$ cat src/rtl/ifu_seq.sv
// Instruction fetch sequencer: walks a 1024-word window from RESET_PC to
// LAST_PC, registers each fetched word with its address, and honours
// stall, halt and redirect requests. Illegal addresses halt with a sticky err.
module ifu_seq #(
    parameter logic [31:0] RESET_PC = 32'h0000_3000,
    parameter logic [31:0] LAST_PC  = 32'h0000_3FFC
) (
    input  logic        clk,
    input  logic        reset,
    input  logic        stall,
    input  logic        halt_req,
    input  logic        redirect_en,
    input  logic [31:0] redirect_pc,
    output logic [9:0]  im_addr,
    input  logic [31:0] im_rd,
    output logic [31:0] instr_out,
    output logic [31:0] pc_out,
    output logic        valid_out,
    output logic        halted,
    output logic        err
);

    typedef enum logic [1:0] {
        BOOT,
        FETCH,
        STALL,
        HALT
    } state_t;

    state_t      state, state_nxt;
    logic [31:0] pc, pc_nxt;
    logic [31:0] instr_nxt;
    logic [31:0] pc_out_nxt;
    logic        valid_nxt;
    logic        err_nxt;
    logic        redirect_ok;

    // pc only ever holds a legal address, so im_addr is always in range
    assign im_addr = pc[11:2];
    assign halted  = (state == HALT);

    assign redirect_ok = (redirect_pc >= RESET_PC) &&
                         (redirect_pc <= LAST_PC)  &&
                         (redirect_pc[1:0] == 2'b00);

    // Next-state and register updates; priority redirect > halt > stall
    always_comb begin
        state_nxt  = state;
        pc_nxt     = pc;
        instr_nxt  = instr_out;
        pc_out_nxt = pc_out;
        valid_nxt  = valid_out;
        err_nxt    = err;
        case (state)
            BOOT: begin
                state_nxt = FETCH;
            end
            FETCH, STALL: begin
                if (redirect_en) begin
                    valid_nxt = 1'b0;
                    if (redirect_ok) begin
                        pc_nxt    = redirect_pc;
                        state_nxt = FETCH;
                    end else begin
                        state_nxt = HALT;
                        err_nxt   = 1'b1;
                    end
                end else if (halt_req) begin
                    state_nxt = HALT;
                    valid_nxt = 1'b0;
                end else if (stall) begin
                    state_nxt = STALL;
                end else if (state == STALL) begin
                    // resume cycle: no register update, fetch restarts next cycle
                    state_nxt = FETCH;
                end else begin
                    instr_nxt  = im_rd;
                    pc_out_nxt = pc;
                    valid_nxt  = 1'b1;
                    if (pc == LAST_PC) begin
                        // last word is delivered on this edge; pc stays at LAST_PC
                        state_nxt = HALT;
                        err_nxt   = 1'b1;
                    end else begin
                        pc_nxt = pc + 32'd4;
                    end
                end
            end
            HALT: begin
                valid_nxt = 1'b0;
            end
            default: begin
                state_nxt = BOOT;
            end
        endcase
    end

    // State and datapath registers with synchronous reset
    always_ff @(posedge clk) begin
        if (reset) begin
            state     <= BOOT;
            pc        <= RESET_PC;
            instr_out <= '0;
            pc_out    <= '0;
            valid_out <= 1'b0;
            err       <= 1'b0;
        end else begin
            state     <= state_nxt;
            pc        <= pc_nxt;
            instr_out <= instr_nxt;
            pc_out    <= pc_out_nxt;
            valid_out <= valid_nxt;
            err       <= err_nxt;
        end
    end

endmodule

$ cat config.mk
export PLATFORM = sky130hd
export DESIGN_NAME = ifu_seq
export DESIGN_NICKNAME = d
export VERILOG_FILES = /design/src/rtl/ifu_seq.sv
export SDC_FILE = /design/constraint.sdc
export NUM_CORES = 1
export LEC_CHECK = 0
export CORE_MARGIN = 3
export CORE_UTILIZATION = 40
export CTS_CLUSTER_SIZE = 28
export DETAILED_ROUTE_END_ITERATION = 10
export PLACE_DENSITY = 0.67
export REMOVE_ABC_BUFFERS = 1
export SYNTH_ARGS = -nofsm -noshare
export SYNTH_HDL_FRONTEND = slang
export SYNTH_SLANG_ARGS = --single-unit
$ cat constraint.sdc
create_clock -name clk -period 2.9 [get_ports clk]
set_clock_uncertainty 0.1 [all_clocks]
set_input_delay 0.435 -clock clk [delete_from_list [all_inputs] [get_ports clk]]
set_output_delay 0.435 -clock clk [all_outputs]
set_load 0.01 [all_outputs]
==> metrics.md <==
| Metric | Value |
|---|---|
| Outcome | `completed` |
| Layout Nets | `802` |
| IO Count | `146` |
| Worst Tran Pin Value | `around 1000 ps` |
| Initial antenna violation count | `0` |
| Synth warnings | `0` |
| Worst Min Path Start | `pc_out[19]` |
| Rows | `38` |
| Gpl congestion | `around 0.83` |
| CTS Buffer Depth | `2` |
| First-pass GRT wire length | `about 22000 microns` |
| Max Clk Rate | `~0.36 GHz` |
| Hold_buf cts | `0` |
| Post-placement cell area | `~0.0062 sq mm` |
| Grt total ovfl | `0` |
| Fin crit share | `a little over nine tenths` |
| Die Span X | `between 100 and 150 microns` |
| Switching Share | `26.8%` |
| TritonCTS clock tree | `built` |
| Hold slack | `354 ps` |
| Wire length per cell | `approximately 15 microns` |
| Routed vias/inst | `between 5 and 6` |
| Non-filler cells in the finished layout | `around 870` |
| Vias in the first global route | `roughly 4.5k` |
| Clk sink count | `100` |
| Crit Path Class | `input port to flop` |
| Setup bufs post-CTS | `0` |
| Root Driver | `clkbuf_16` |
| Starting Density | `a little over two fifths` |
| Critical path fanouts, max | `16` |
| Hold Path Class | `flop to flop` |
| Slew headroom | `between 30 and 40%` |
| Final hold vios | `0` |
| Hold Crit Depth | `2` |
| Internal power | `~0.0025 W` |
| R2R Path End | `pc[13]` |
| Routed WL | `13400 microns` |
| Critical R2R Launch | `pc[3]` |
| PortBufs | `between 100 and 150` |
| CP Launch Type | `input port` |
| Worst skew pair latency | `approximately 350 ps` |
| M3 GR Usage | `under 10%` |
| Via count | `4728` |
| Die span in y | `between 100 and 150 microns` |
| Flop pwr share | `between 40% and 50%` |
| Count of cell types in the netlist | `61` |
| CORE AREA | `approximately 0.011 sq mm` |
| Top_reg_cell synth | `dfxtp_1` |
| DRC viols | `0` |
| Pwr Density | `between 500 and 600 mW/mm^2` |
| Clk network pwr share | `around 37%` |
| Beginning of the critical path | `redirect_pc[27]` |
| Critical Path AT | `between 2000 and 3000 ps` |
| Async SR Flop Fraction | `0%` |
| M1 GR Usage | `between 20 and 30%` |
| Synth Register Bits | `100` |
| RSZ-0062 raised after global routing | `no` |
| Final setup fails | `0` |
| Post-synthesis sequential area ratio | `a little over two fifths` |
| Number of synthesized flops with an enable pin | `0` |
| Pre-CTS WS | `-177 ps` |
| Mapped cell area | `0.00462 sq mm` |
| Endpoint, Worst Hold | `pc_out[19]` |
| Final Max Tran Viols | `0` |
| GR Util All Layers | `20.6%` |
| Reg2reg setup slack | `roughly 360 ps` |
| Syn_area_per_cell | `approximately 7.8 sq um` |
| Syn Inst Count | `596` |
| DR iter-0 viols | `between 200 and 250` |
| Period minus WS final | `around 2800 ps` |
| Dpl cells | `around 860` |
| Die area | `around 0.013 sq mm` |
| Final worst-path setup slack | `138 ps` |
| Met2 Resource Use GR | `33.0%` |
| Nature of the critical path endpoint | `flop` |
| CTS buffer count | `9` |
| Switching Power | `0.000930 W` |
| H-tree depth | `3` |
| Peak VDD IR | `between 0.3 and 0.4 mV` |
| Area grow syn2layout | `41.0%` |
| Routed Antenna Nets | `0` |
| Ant diodes | `0` |
| Post-CTS sizing | `0` |
| Pin count of the biggest net entering global routing | `62` |
| GRT Max-Usage Layer | `met2` |
| Layout cell share with drive strength beyond 1 | `under 10%` |
| Gate power share | `approximately a fifth` |
| Final HPWL DP | `about 9400 microns` |
| Final instance area | `0.00652 sq mm` |
| MaxCap Viol Count | `0` |
| Utilization after layout | `about three fifths` |
| Req. time, crit path | `3050 ps` |
| Clock slew at reported path FFs | `70 ps` |
| FF-to-FF path depth | `8` |
| Pre-antenna DRT Iters | `5` |
| Leak | `roughly 2.2 nW` |
## placed cells by master, fill, tap and decap left out, types with 3 or more instances in the layout
cell,netlist,layout
nand4_1,6,6
clkinv_2,0,3
clkdlybuf4s50_1,0,143
o31ai_1,3,3
buf_4,10,25
nor3_1,4,4
nor2_1,23,22
nand2_1,162,162
a211oi_1,11,11
nor4_1,9,9
a41o_1,3,3
and3_1,3,3
o22ai_1,3,3
a21o_1,3,3
nor4_2,4,4
a31oi_1,3,3
ha_1,6,6
inv_1,6,6
and2_1,4,4
a31o_2,4,4
nand2b_1,3,3
or3_1,5,5
a311oi_1,3,3
nand3_1,12,11
dfxtp_1,100,100
o21ai_0,26,26
o41ai_1,4,4
a21oi_1,101,101
o21ai_1,3,3
clkbuf_16,0,9
## final cells by class
class	instances	area, sq um
clock inverters	7	91.3
fillers	1011	4560
repair buffers	170	1640
multi-input cells	439	2350
flip-flops and latches	100	2000
inverters	7	26.3
well taps	140	175
clock buffers	9	225
## power groups by stage
stage          Combinational [W]  Clock (W)  Sequential (W)
2_1_floorplan           0.000269          0         0.00157
4_1_cts                 0.000679    0.00131         0.00151
6_report                0.000675    0.00128         0.00151
3_3_place_gp            0.000661          0         0.00154
5_1_grt                 0.000742    0.00136         0.00152
3_5_place_dp            0.000675          0         0.00154
## synthesized netlist by cell type (4+ instances only)
master,n,area share (%)
nand4_1,6,0.81
a211oi_1,11,1.8
clkbuf_1,24,2.0
buf_1,9,0.73
o21ai_0,26,2.8
dfxtp_1,100,43
nor4_1,9,1.2
ha_1,6,1.6
nor3_1,4,0.43
nand2_1,162,13
o41ai_1,4,0.76
nor2_1,23,1.9
and2_1,4,0.54
a21oi_1,101,11
buf_4,10,1.6
nand3_1,12,1.3
nor4_2,4,1.1
inv_1,6,0.49
a31o_2,4,0.76
or3_1,5,0.68
## kinds of logic (layout without fill, tap and decap cells)
kind of cell,count (synthesis),count (layout),synth area share (%)
AO/OA/AOI/OAI,181,181,23.4
adder cells (fa/ha/maj),6,6,1.63
buffers and inverters,57,193,6.04
flip-flops,100,100,43.3
multiplexers,1,1,0.217
AND/OR/NAND/NOR,251,251,25.4
## through the flow
step           setup TNS (ps)  power (W)
2_1_floorplan          -57330    0.00184
3_3_place_gp             -503    0.00220
3_5_place_dp            -2560    0.00222
4_1_cts                     0    0.00350
5_1_grt                     0    0.00363
6_report                    0    0.00347
## flip-flops by register name (all words and copies together), names as in the netlist
register / flops
err: 1
instr_out: 32
pc: 32
pc_out: 32
state: 2
valid_out: 1
## worst max-delay path, stage by stage
cell,delay [ps]
clkdlybuf4s50_1,390
or4_1,570
nor4_1,350
nand4_1,280
o22ai_4,280
buf_4,260
a21oi_1,100
a211oi_1,250
## routing by layer
layer | up-vias | share of wire [%]
li1 | 2351 | -
met1 | 2161 | 46
met2 | 194 | 45
met3 | 22 | 7.4
met4 | 0 | 1.7
met5 | - | 0
## worst max-delay path by stage
stage                         to  cells past startpoint  slack [ps]
after floorplan           pc[13]                      7        -900
after global placement     pc[2]                      8         -50
after detailed placement  pc[31]                      8        -180
after CTS                 pc[31]                      8         160
after global routing      pc[31]                      8          30
final                     pc[31]                      8         140
Power figures use the tool's default switching activity.
